[src/rtl/motor_pkg.sv]
// -----------------------------------------------------------------------------
// motor_pkg
// Shared definitions for the motor PWM driver:
//   cmd_e        - decoded per-motor command (COAST / FWD / REV)
//   state_e      - per-motor H-bridge FSM state encoding
//   decode_cmd   - (hi, lo, inhibit) request pins -> cmd_e; 11 is treated as COAST
//   cmd_to_state - target FSM state for a command when leaving IDLE or DEAD
//   duty_base    - speed select -> duty in 256ths of a period (64/128/192/256)
// -----------------------------------------------------------------------------
package motor_pkg;

  typedef enum logic [1:0] {
    CMD_COAST = 2'd0,
    CMD_FWD   = 2'd1,
    CMD_REV   = 2'd2
  } cmd_e;

  typedef enum logic [1:0] {
    ST_IDLE = 2'd0,
    ST_FWD  = 2'd1,
    ST_REV  = 2'd2,
    ST_DEAD = 2'd3
  } state_e;

  // Forward is turned into coast while the obstacle flag is set; reverse is
  // always allowed so the robot can back away from the wall.
  function automatic cmd_e decode_cmd(input logic hi, input logic lo,
                                      input logic inhibit_fwd);
    cmd_e c;
    case ({hi, lo})
      2'b10:   c = inhibit_fwd ? CMD_COAST : CMD_FWD;
      2'b01:   c = CMD_REV;
      default: c = CMD_COAST;
    endcase
    return c;
  endfunction

  function automatic state_e cmd_to_state(input cmd_e c);
    state_e s;
    case (c)
      CMD_FWD: s = ST_FWD;
      CMD_REV: s = ST_REV;
      default: s = ST_IDLE;
    endcase
    return s;
  endfunction

  // 256 is one wider than the 8-bit counter so that 100% keeps count < duty true.
  function automatic logic [8:0] duty_base(input logic [1:0] speed);
    logic [8:0] d;
    case (speed)
      2'd0:    d = 9'd64;
      2'd1:    d = 9'd128;
      2'd2:    d = 9'd192;
      2'd3:    d = 9'd256;
      default: d = 9'd64;
    endcase
    return d;
  endfunction

endpackage

[src/rtl/hbridge_deadtime.sv]
// -----------------------------------------------------------------------------
// hbridge_deadtime
// One motor's H-bridge leg control: registers the decoded command, runs the
// IDLE/FWD/REV/DEAD state machine with a break-before-make dead counter, and
// registers the two bridge pins gated by the shared PWM enable.
// Ports:
//   clk, reset_n    clock, asynchronous active-low reset
//   cmd_hi_i        forward request pin
//   cmd_lo_i        reverse request pin
//   inhibit_fwd_i   synchronised obstacle flag; forces FWD to decode as COAST
//   pwm_on_i        PWM enable for the current counter phase
//   out_hi_o        registered forward bridge pin
//   out_lo_o        registered reverse bridge pin
// -----------------------------------------------------------------------------
module hbridge_deadtime
  import motor_pkg::*;
#(
  parameter int DEAD_CYCLES = 50,
  parameter int DEAD_W      = 6
) (
  input  logic clk,
  input  logic reset_n,
  input  logic cmd_hi_i,
  input  logic cmd_lo_i,
  input  logic inhibit_fwd_i,
  input  logic pwm_on_i,
  output logic out_hi_o,
  output logic out_lo_o
);

  localparam logic [DEAD_W-1:0] DEAD_LOAD = DEAD_W'(DEAD_CYCLES - 1);

  cmd_e              cmd_q, cmd_d;
  state_e            state_q, state_d;
  logic [DEAD_W-1:0] dead_q, dead_d;
  logic              out_hi_q, out_hi_d;
  logic              out_lo_q, out_lo_d;

  assign cmd_d = decode_cmd(cmd_hi_i, cmd_lo_i, inhibit_fwd_i);

  // State register: command stage, FSM state, dead counter and bridge pins.
  always_ff @(posedge clk or negedge reset_n) begin
    if (!reset_n) begin
      cmd_q    <= CMD_COAST;
      state_q  <= ST_IDLE;
      dead_q   <= '0;
      out_hi_q <= 1'b0;
      out_lo_q <= 1'b0;
    end else begin
      cmd_q    <= cmd_d;
      state_q  <= state_d;
      dead_q   <= dead_d;
      out_hi_q <= out_hi_d;
      out_lo_q <= out_lo_d;
    end
  end

  // Next-state logic: a direct reversal goes through DEAD, a coast never does.
  always_comb begin
    state_d = state_q;
    dead_d  = dead_q;
    case (state_q)
      ST_IDLE: begin
        state_d = cmd_to_state(cmd_q);
      end
      ST_FWD: begin
        if (cmd_q == CMD_REV) begin
          state_d = ST_DEAD;
          dead_d  = DEAD_LOAD;
        end else if (cmd_q == CMD_FWD) begin
          state_d = ST_FWD;
        end else begin
          state_d = ST_IDLE;
        end
      end
      ST_REV: begin
        if (cmd_q == CMD_FWD) begin
          state_d = ST_DEAD;
          dead_d  = DEAD_LOAD;
        end else if (cmd_q == CMD_REV) begin
          state_d = ST_REV;
        end else begin
          state_d = ST_IDLE;
        end
      end
      ST_DEAD: begin
        // The window always runs out fully; the command is only looked at
        // on the final cycle, so a flip-back cannot shorten it.
        if (dead_q == '0) begin
          state_d = cmd_to_state(cmd_q);
        end else begin
          dead_d = dead_q - DEAD_W'(1);
        end
      end
      default: begin
        state_d = ST_IDLE;
        dead_d  = '0;
      end
    endcase
  end

  // Output logic: pins follow the next state so command-to-pin is two clocks.
  always_comb begin
    out_hi_d = (state_d == ST_FWD) & pwm_on_i;
    out_lo_d = (state_d == ST_REV) & pwm_on_i;
  end

  assign out_hi_o = out_hi_q;
  assign out_lo_o = out_lo_q;

endmodule

[src/rtl/motor_pwm_driver.sv]
// -----------------------------------------------------------------------------
// motor_pwm_driver
// Drives the left/right H-bridge GPIO pins from the control block's direction
// requests, adding speed-dependent PWM, break-before-make dead time on every
// direction reversal and forward inhibit from the ultrasonic wall flag.
// Ports:
//   clk                    system clock
//   reset_n                asynchronous active-low reset
//   l_cmd_hi / l_cmd_lo    left motor forward / reverse request
//   r_cmd_hi / r_cmd_lo    right motor forward / reverse request
//   speed[1:0]             duty select 25/50/75/100 %
//   wall_sense             obstacle flag, asynchronous to clk
//   l_out_hi / l_out_lo    left bridge pins
//   r_out_hi / r_out_lo    right bridge pins
//   blocked                a forward request is being suppressed
// -----------------------------------------------------------------------------
module motor_pwm_driver
  import motor_pkg::*;
#(
  parameter int CNT_W       = 8,
  parameter int DEAD_CYCLES = 50,
  parameter int DEAD_W      = 6
) (
  input  logic       clk,
  input  logic       reset_n,
  input  logic       l_cmd_hi,
  input  logic       l_cmd_lo,
  input  logic       r_cmd_hi,
  input  logic       r_cmd_lo,
  input  logic [1:0] speed,
  input  logic       wall_sense,
  output logic       l_out_hi,
  output logic       l_out_lo,
  output logic       r_out_hi,
  output logic       r_out_lo,
  output logic       blocked
);

  localparam int               DUTY_W     = CNT_W + 1;
  localparam logic [CNT_W-1:0] CNT_MAX    = '1;
  localparam logic [CNT_W:0]   DUTY_RESET = DUTY_W'(9'd64) << (CNT_W - 8);

  logic [CNT_W-1:0] count_q, count_d;
  logic [CNT_W:0]   duty_q, duty_d;
  logic [CNT_W:0]   duty_scaled;
  logic             ws_meta_q, ws_sync_q;
  logic             blocked_q, blocked_d;
  logic             pwm_on;
  logic             l_fwd_req, r_fwd_req;

  assign duty_scaled = DUTY_W'(duty_base(speed)) << (CNT_W - 8);
  assign pwm_on      = {1'b0, count_q} < duty_q;
  assign l_fwd_req   = l_cmd_hi & ~l_cmd_lo;
  assign r_fwd_req   = r_cmd_hi & ~r_cmd_lo;

  // PWM counter, period-aligned duty latch, wall synchroniser, blocked flag.
  always_ff @(posedge clk or negedge reset_n) begin
    if (!reset_n) begin
      count_q   <= '0;
      duty_q    <= DUTY_RESET;
      ws_meta_q <= 1'b0;
      ws_sync_q <= 1'b0;
      blocked_q <= 1'b0;
    end else begin
      count_q   <= count_d;
      duty_q    <= duty_d;
      ws_meta_q <= wall_sense;
      ws_sync_q <= ws_meta_q;
      blocked_q <= blocked_d;
    end
  end

  // Next values: duty only reloads as the count wraps, so no period is split.
  always_comb begin
    count_d = count_q + CNT_W'(1);
    if (count_q == CNT_MAX) begin
      duty_d = duty_scaled;
    end else begin
      duty_d = duty_q;
    end
    blocked_d = ws_sync_q & (l_fwd_req | r_fwd_req);
  end

  hbridge_deadtime #(
    .DEAD_CYCLES (DEAD_CYCLES),
    .DEAD_W      (DEAD_W)
  ) u_left (
    .clk           (clk),
    .reset_n       (reset_n),
    .cmd_hi_i      (l_cmd_hi),
    .cmd_lo_i      (l_cmd_lo),
    .inhibit_fwd_i (ws_sync_q),
    .pwm_on_i      (pwm_on),
    .out_hi_o      (l_out_hi),
    .out_lo_o      (l_out_lo)
  );

  hbridge_deadtime #(
    .DEAD_CYCLES (DEAD_CYCLES),
    .DEAD_W      (DEAD_W)
  ) u_right (
    .clk           (clk),
    .reset_n       (reset_n),
    .cmd_hi_i      (r_cmd_hi),
    .cmd_lo_i      (r_cmd_lo),
    .inhibit_fwd_i (ws_sync_q),
    .pwm_on_i      (pwm_on),
    .out_hi_o      (r_out_hi),
    .out_lo_o      (r_out_lo)
  );

  assign blocked = blocked_q;

endmodule

[config.mk]
export PLATFORM = sky130hd
export DESIGN_NAME = motor_pwm_driver
export DESIGN_NICKNAME = d
export VERILOG_FILES = /design/src/rtl/motor_pkg.sv /design/src/rtl/hbridge_deadtime.sv /design/src/rtl/motor_pwm_driver.sv
export SDC_FILE = /design/constraint.sdc
export NUM_CORES = 1
export LEC_CHECK = 0
export CORE_MARGIN = 2
export CORE_UTILIZATION = 31
export CTS_CLUSTER_SIZE = 12
export DETAILED_ROUTE_END_ITERATION = 10
export GPL_TIMING_DRIVEN = 0
export PLACE_DENSITY_LB_ADDON = 0.1
export SKIP_CTS_REPAIR_TIMING = 1
export SYNTH_ARGS = -nofsm -noshare
export SYNTH_HDL_FRONTEND = slang
export SYNTH_SLANG_ARGS = --single-unit
[constraint.sdc]
create_clock -name clk -period 1.9 [get_ports clk]
set_input_delay 0.38 -clock clk [delete_from_list [all_inputs] [get_ports clk]]
set_output_delay 0.38 -clock clk [all_outputs]
set_load 0.05 [all_outputs]
Word level (Yosys, flattened, before mapping)
Index checks and enable logic that the tools add are counted.
{"block": "word_totals", "reg_bits": 44, "latchBits": 0, "ramBits": 0, "romBits": 0, "in_bits": 9, "word_cells": 92, "n_memories": 0}
{"block": "classes", "n_addsub": 3, "n_mul": 0, "div_mod_pow": 0, "magnitude_cmp": 1, "eq_ne": 28, "shift": 0, "mux": 26, "n_bitwise": 10, "n_reduce_logical": 9}
{"operator": "6-bit two-way mux", "count": 6}
{"operator": "6-bit case mux with 3 select lines", "count": 2}
{"operator": "9-bit case mux with 4 select lines", "count": 1}
{"operator": "2-bit equality test (second input constant)", "count": 12}
{"operator": "2-bit by 1-bit equality test with 1-bit output (second input constant)", "count": 9}
{"operator": "2-bit two-way mux", "count": 8}
{"operator": "2-bit case mux with 2 select lines", "count": 4}
{"operator": "2-bit case mux with 4 select lines", "count": 2}
{"operator": "6-bit logical NOT", "count": 2}
{"operator": "6-bit by 1-bit subtractor with 6-bit output (second input constant)", "count": 2}
{"operator": "8-bit by 9-bit less-than comparator with 1-bit output", "count": 1}
{"operator": "8-bit by 1-bit adder with 8-bit output (second input constant)", "count": 1}
{"operator": "8-bit equality test (second input constant)", "count": 1}
{"operator": "2-bit by 1-bit inequality test with 1-bit output (second input constant)", "count": 4}
{"operator": "4-bit AND reduction", "count": 2}
{"operator": "1-bit bitwise AND", "count": 7}
{"operator": "2-bit logical NOT", "count": 3}
{"operator": "3-bit nonzero test", "count": 2}
{"operator": "2-bit inequality test (second input constant)", "count": 2}
{"operator": "1-bit two-way mux", "count": 3}
{"operator": "1-bit NOT", "count": 2}
{"operator": "1-bit bitwise OR", "count": 1}

Longest topological paths before layout
Gate-level depths: netlist (run 1).
{"block": "depth", "depth_word": 6, "mapped_depth": 6, "depth_no_buf": 6}

Hierarchy
Synthesis (run 1) repeated with hierarchy kept, for this count alone.
{"block": "unflattened", "hier_cells": 188, "hier_area_um2": 2039.5}
{"mod": "hbridge_deadtime", "instances": 2, "cells_each": 69, "area_per_inst_um2": 710.7, "seq_area_each_um2": 300.3}
{"mod": "motor_pwm_driver", "instances": 1, "cells_each": 50, "area_per_inst_um2": 618.1, "seq_area_each_um2": 351.6}

Worst setup path after synthesis (run 1)
No wires, ideal clock.
{"block": "synth_timing", "kind": "reg-to-reg", "from": "reg u_left.dead_q[0]", "to": "reg u_left.out_lo_q, in the netlist u_left.out_lo_o", "setup_time_ns": 0.134, "t_arrival_ns": 1.477, "required_time_ns": 1.766, "path_slack_ns": 0.289, "stages_incl_launch_ff": 7, "n_path_buf": 0, "period_less_slack_ns": 1.611, "path_cell_list": "dfrtp_1 -> inv_1 -> ha_1 -> nor2b_1 -> nand2_2 -> o311a_1 -> nor3b_1"}
{"block": "synth_between", "elab_chain_cells": 5}
{"item": "start: declaration", "line": "hbridge_deadtime.sv:35", "text": "logic [DEAD_W-1:0] dead_q, dead_d;"}
{"item": "start signal: assignment", "line": "hbridge_deadtime.sv:46", "text": "dead_q <= '0;"}
{"item": "start signal: assignment", "line": "hbridge_deadtime.sv:52", "text": "dead_q <= dead_d;"}
{"item": "6-bit logical NOT", "line": "hbridge_deadtime.sv:89", "text": "if (dead_q == '0) begin"}
{"item": "2-bit two-way mux", "line": "hbridge_deadtime.sv:89"}
{"item": "2-bit case mux with 4 select lines", "line": "hbridge_deadtime.sv:62", "text": "case (state_q)"}
{"item": "net u_left.state_d[1]", "line": "hbridge_deadtime.sv:34", "text": "state_e state_q, state_d;"}
{"item": "2-bit equality test", "line": "hbridge_deadtime.sv:105", "text": "out_lo_d = (state_d == ST_REV) & pwm_on_i;"}
{"item": "1-bit bitwise AND", "line": "hbridge_deadtime.sv:105"}
{"item": "net u_left.out_lo_d", "line": "hbridge_deadtime.sv:37", "text": "logic out_lo_q, out_lo_d;"}
{"item": "end signal: assignment", "line": "hbridge_deadtime.sv:54", "text": "out_lo_q <= out_lo_d;"}
{"item": "end: declaration", "line": "hbridge_deadtime.sv:37"}
The timed path passes the listed nets, and every way through them passes these cells.
A chain may end at the register's enable or synchronous reset.

Final worst setup path (run 1)
{"block": "layout_timing", "from": "reg u_left.out_hi_q, in the netlist u_left.out_hi_o", "to": "out l_out_hi"}
{"item": "start: declaration", "line": "hbridge_deadtime.sv:36", "text": "logic out_hi_q, out_hi_d;"}
{"item": "start signal: assignment", "line": "hbridge_deadtime.sv:53", "text": "out_hi_q <= out_hi_d;"}
{"item": "end: declaration", "line": "motor_pwm_driver.sv:32", "text": "output logic l_out_hi,"}
No word-level cell between the ends.

==> results.cfg, run 1 <==
[clock_network]
numCtsBuffers = 5
clkSlewWorstSetupHoldPaths_ns = 0.08
clockBufferDepth = 2
htree_levels = 2
cts_root_buf = clkbuf_8
cts_sinks = 38
cts_tree = built
clk-insertion-delay-late_ns = 0.29

[cells_and_area]
drive_above_1_share = 0.119
n_antenna_cell = 0
final_nets = 239
area_growth_pct = 18.1
fin_area_um2 = 2410
layout.cells.non_filler = 287
layout_commonest_cell = dfrtp_1
layout_common_cells = dfrtp_1 (37), ha_1 (21), inv_1 (20)

[setup_path]
crit_family = buffers and inverters
cp.required_ns = 1.52
worstPathCellList = clkdlybuf4s50_1
rr_startpoint = u_right.dead_q[0]$_DFFE_PN0P_
path_buf_inv = 1
cpPeakStageDelay_ns = 0.80
cp_max_fo = 1
worst_ep_arrival_time_ns = 1.42
r2r-end = u_right.out_lo_o$_DFF_PN0_
slowest_stage = clkdlybuf4s50_1
worstSetupEndpointType = output pin
ff2ff_setup_slack_ns = 0.22
critPathKind = reg -> out
reg2reg_depth = 6
cp-start-kind = flip-flop

[place]
hpwl_um = 2620
portBuffers = 13
dp_slack_ns = 0.116
place_inst = 279
post_dp_cell_area_um2 = 2260
gp_congestion = 0.788

[power]
power.density_nw_per_um2 = 1330
leakage_uw = 0.00108
peakVddDrop_mv = 0.372

[global_routing]
antenna_found_initial = 0
grt-ovfl-total = 0
track_usage = 0.111
grt_pass1_vias = 1418
grt_pass1_wl_um = 6450
grt_max_degree = 39

[logic_synthesis]
ys_seq_area_frac = 0.467
syn_nets = 219
post_synth_num_cell_types = 43
synth_seq_cells = 38
avgSynthCellArea_um2 = 10.8
netlist_area_um2 = 2040
synth-edff-count = 0
synthArstFlopShare = 1.00
ys.flop_type = dfrtp_1
yosysWarnings = 0
syn_inst = 189

[sta]
layout_min_cycle_time_ns = 1.80
fmax_mhz = 554
hold_violations = 0
slew_headroom = 0.435
fin_skew_ns = 0.00803
final_critical_path_setup_slack_ns = 0.0956
rsz0062_at_grt = false
slew_viol_final = 0
tightestPinTransition_ns = 0.848
post-route-period-util = 0.950
whs_ns = 0.189
setup_viol = 0

[job]
cap_violations = 0

[detailed_routing]
vias_per_cell = 4.76
drc = 0
dr.first_iter.drc_count = 33
vias = 1367
drt-pass1-iter-count = 4
wirelength_um = 3570
wl_per_cell_um = 12.4
antenna_left = 0

[floorplanning]
pin_count = 14
die_h_um = 85.1
start_util = 0.321
coreArea_um2 = 6350
dieArea_um2 = 7240
row_count = 29
fp.dieW_um = 85.1

[min_path]
hp-class = in -> async

[status]
outcome = complete, no violations
[power by group]
group	total [uW]	internal, uW	switching [uW]
registers	1160	1000	160
logic	1180	520	660
clock network	859	560	299
total	3200	2080	1120
[synthesized netlist by cell type, types with 3 or more instances]
cell / number / share of area
nor2_1: 12 / 0.022
xor2_1: 3 / 0.013
nand3b_1: 7 / 0.026
dfrtp_1: 37 / 0.45
a21oi_1: 5 / 0.012
nand3_1: 7 / 0.017
buf_2: 3 / 0.0074
nand2_1: 11 / 0.020
ha_1: 21 / 0.13
o21a_1: 4 / 0.015
inv_1: 20 / 0.037
o21ai_0: 5 / 0.012
xnor2_1: 8 / 0.034
nor3b_1: 6 / 0.022
[how the worst max path moves through the flow]
stage          slack [ns]                         start                    endpoint  depth (start not counted)
2_1_floorplan        0.29  u_left.dead_q[0]$_DFFE_PN0P_   u_left.out_lo_o$_DFF_PN0_                          6
3_3_place_gp        -0.46                       reset_n  u_right.cmd_q[0]$_DFF_PN0_                          1
3_5_place_dp         0.12  u_left.dead_q[0]$_DFFE_PN0P_   u_left.out_lo_o$_DFF_PN0_                          6
4_1_cts              0.07     u_left.out_hi_o$_DFF_PN0_                    l_out_hi                          1
5_1_grt              0.05     u_left.out_lo_o$_DFF_PN0_                    l_out_lo                          1
6_report              0.1     u_left.out_hi_o$_DFF_PN0_                    l_out_hi                          1
[area by class of cell]
class,count,area (um2)
inverter,20,75.1
multi-input combinational,128,1000
timing repair buffer,13,125
clock inverter,2,60.1
clock buffer,6,82.6
tap,77,96.3
fill,611,3940
sequential,38,952
buffer,3,15.0
[cell families after synthesis]
kind of cell               Yosys count  synth area share
AOI/OAI and AO/OA                   28             0.102
xor gates and xnor gates            11            0.0473
adders and majority gates           21             0.129
buffers and inverters               23            0.0442
DFF                                 38             0.467
muxes                                4            0.0209
and+or+nand+nor                     64             0.190
[layer usage]
metal	global-route usage	vias to the layer above	part of all wire
met2	0.178	15	0.48
met4	0.0404	0	0.016
met1	0.145	661	0.47
met3	0.0263	5	0.031
li1	-	686	-
met5	0	-	0
[metrics by stage]
stage | setup TNS [ns] | power (uW) | utilization
2_1_floorplan | 0 | 2060 | -
6_report | 0 | 3200 | 0.379
3_3_place_gp | -17.02 | 2320 | 0.357
5_1_grt | 0 | 3440 | 0.379
3_5_place_dp | 0 | 2360 | 0.356
4_1_cts | 0 | 3240 | 0.378
[sequential cells by signal, indices dropped and copies added (netlist names), 2 cells and up]
register         flops
count_q              8
u_left.dead_q        6
u_right.dead_q       6
duty_q               3
u_left.cmd_q         2
u_left.state_q       2
u_right.cmd_q        2
u_right.state_q      2
[worst register-to-register path: cells and delay by family, from the launching register on]
family | cells | cell delay (ns)
and+or+nand+nor | 3 | 0.47
AOI/OAI and AO/OA | 1 | 0.41
DFF | 1 | 0.41
adders and majority gates | 1 | 0.15
buffers and inverters | 1 | 0.12
(Power assumes the default switching activity.)
==> inputs of run 2 (changes only) <==
--- a/config.mk
+++ b/config.mk
@@ -12,6 +12,7 @@
 export GPL_TIMING_DRIVEN = 0
 export PLACE_DENSITY_LB_ADDON = 0.1
 export SKIP_CTS_REPAIR_TIMING = 1
+export SLEW_MARGIN = 20
 export SYNTH_ARGS = -nofsm -noshare
 export SYNTH_HDL_FRONTEND = slang
 export SYNTH_SLANG_ARGS = --single-unit
==> run 2 against run 1 <==
Final area increased by 1.2%. Non-clock buffer count is 2 higher. Sequential share of layout area fell by 0.49 points. First-iteration DRC count is 3.0% higher. Flip-flop and latch count did not move. Worst setup slack gained 0.0089 ns. Via count down 0.29%. Critical path depth unchanged. Final cell count up 0.70%. Power down 0.14%. Count of clock-buffer cells in the layout is the same.
==> results.cfg, run 2 (synthesized netlist as in run 1, its figures left out) <==
[status]
outcome = complete, no violations

[setup_path]
cp-start-kind = flip-flop
ff2ff_setup_slack_ns = 0.21
r2r-end = u_right.out_lo_o$_DFF_PN0_
reg2reg_depth = 6
rr_startpoint = u_right.dead_q[0]$_DFFE_PN0P_
worst_ep_arrival_time_ns = 1.42
cp_max_fo = 1
worstSetupEndpointType = output pin
path_buf_inv = 1
crit_family = buffers and inverters
cp.required_ns = 1.52
critPathKind = reg -> out
slowest_stage = clkdlybuf4s50_1
worstPathCellList = clkdlybuf4s50_1
cpPeakStageDelay_ns = 0.80

[detailed_routing]
dr.first_iter.drc_count = 34
vias = 1363
drc = 0
drt-pass1-iter-count = 4
wirelength_um = 3520
vias_per_cell = 4.72
antenna_left = 0
wl_per_cell_um = 12.2

[floorplanning]
dieArea_um2 = 7240
fp.dieW_um = 85.1
pin_count = 14
start_util = 0.321
coreArea_um2 = 6350
die_h_um = 85.1
row_count = 29

[clock_network]
cts_tree = built
clockBufferDepth = 2
clk-insertion-delay-late_ns = 0.29
htree_levels = 2
clkSlewWorstSetupHoldPaths_ns = 0.08
cts_root_buf = clkbuf_8
cts_sinks = 38
numCtsBuffers = 5

[min_path]
whs_path_depth = 0
hold_path_startpoint = ws_meta_q$_DFF_PN0_
min_to = ws_sync_q$_DFF_PN0_
hp-class = reg -> reg

[sta]
fmax_mhz = 557
rsz0062_at_grt = false
tightestPinTransition_ns = 0.500
post-route-period-util = 0.945
final_critical_path_setup_slack_ns = 0.104
slew_viol_final = 0
slew_headroom = 0.666
whs_ns = 0.356
fin_skew_ns = 0.00467
hold_violations = 0
layout_min_cycle_time_ns = 1.80
setup_viol = 0

[global_routing]
track_usage = 0.109
grt_pass1_wl_um = 6400
grt_pass1_vias = 1416
grt-ovfl-total = 0
antenna_found_initial = 0
grt_max_degree = 30

[job]
cap_violations = 0

[power]
clkPwrFrac = 0.266
pwr-share-seq = 0.364
leakage_uw = 0.00109
peakVddDrop_mv = 0.424
combPwrFrac = 0.370
p_switching_uw = 1110
p_int_uw = 2090
sw_frac_of_total = 0.346
power.density_nw_per_um2 = 1310
total_power_uw = 3200

[cells_and_area]
area_growth_pct = 19.6
largest_reg_flops = 8
utilization = 0.384
nFillCells = 601
layout_commonest_cell = dfrtp_1
layout_common_cells = dfrtp_1 (37), ha_1 (21), inv_1 (20)
drive_above_1_share = 0.123
n_antenna_cell = 0
top_regs = count_q x8, u_left.dead_q x6, u_right.dead_q x6
fin_area_um2 = 2440
final_nets = 241
largest-register = count_q

[place]
dp_slack_ns = 0.111
gp_congestion = 0.788
portBuffers = 13
hpwl_um = 2680
post_dp_cell_area_um2 = 2280
## run 2: per-layer routing
layer / up-vias / routed length [um] / part of all wire / GRT usage
li1: 691 / - / - / -
met5: - / 0 / 0 / 0
met1: 649 / 1680 / 0.48 / 0.135
met4: 0 / 40 / 0.011 / 0.0390
met3: 4 / 95 / 0.027 / 0.0243
met2: 19 / 1710 / 0.48 / 0.188
## run 2: layout make-up
cell class	instances	area, um2	share of cell area
Buffer	3	15.0	0.00616
Inverter	20	75.1	0.0308
Clock inverter	2	60.1	0.0246
Tap cell	77	96.3	0.0395
Timing Repair Buffer	15	155	0.0637
Sequential cell	38	952	0.391
Multi-Input combinational cell	128	1000	0.411
Clock buffer	6	82.6	0.0339
## run 2: stage by stage
stage | instances | TNS [ns]
after CTS | 288 | 0
after detailed placement | 280 | 0
after floorplan | 189 | 0
after global placement | 279 | -17.02
final | 289 | 0
after global routing | 289 | 0
## run 2: worst max-delay path by stage
stage,startpoint,endpoint,slack [ns],depth (start not counted)
2_1_floorplan,u_left.dead_q[0]$_DFFE_PN0P_,u_left.out_lo_o$_DFF_PN0_,0.29,6
3_3_place_gp,reset_n,u_right.cmd_q[0]$_DFF_PN0_,-0.46,1
3_5_place_dp,u_left.dead_q[0]$_DFFE_PN0P_,u_left.out_lo_o$_DFF_PN0_,0.11,6
4_1_cts,u_left.out_hi_o$_DFF_PN0_,l_out_hi,0.08,1
5_1_grt,u_left.out_lo_o$_DFF_PN0_,l_out_lo,0.06,1
6_report,u_left.out_hi_o$_DFF_PN0_,l_out_hi,0.10,1
## run 2: power groups by stage
stage | clock (uW) | sequential (uW) | combinational (uW)
after CTS | 878 | 1160 | 1190
after floorplan | 0 | 1270 | 795
after global routing | 904 | 1190 | 1330
after detailed placement | 0 | 1180 | 1190
final | 849 | 1160 | 1180
after global placement | 0 | 1170 | 1150
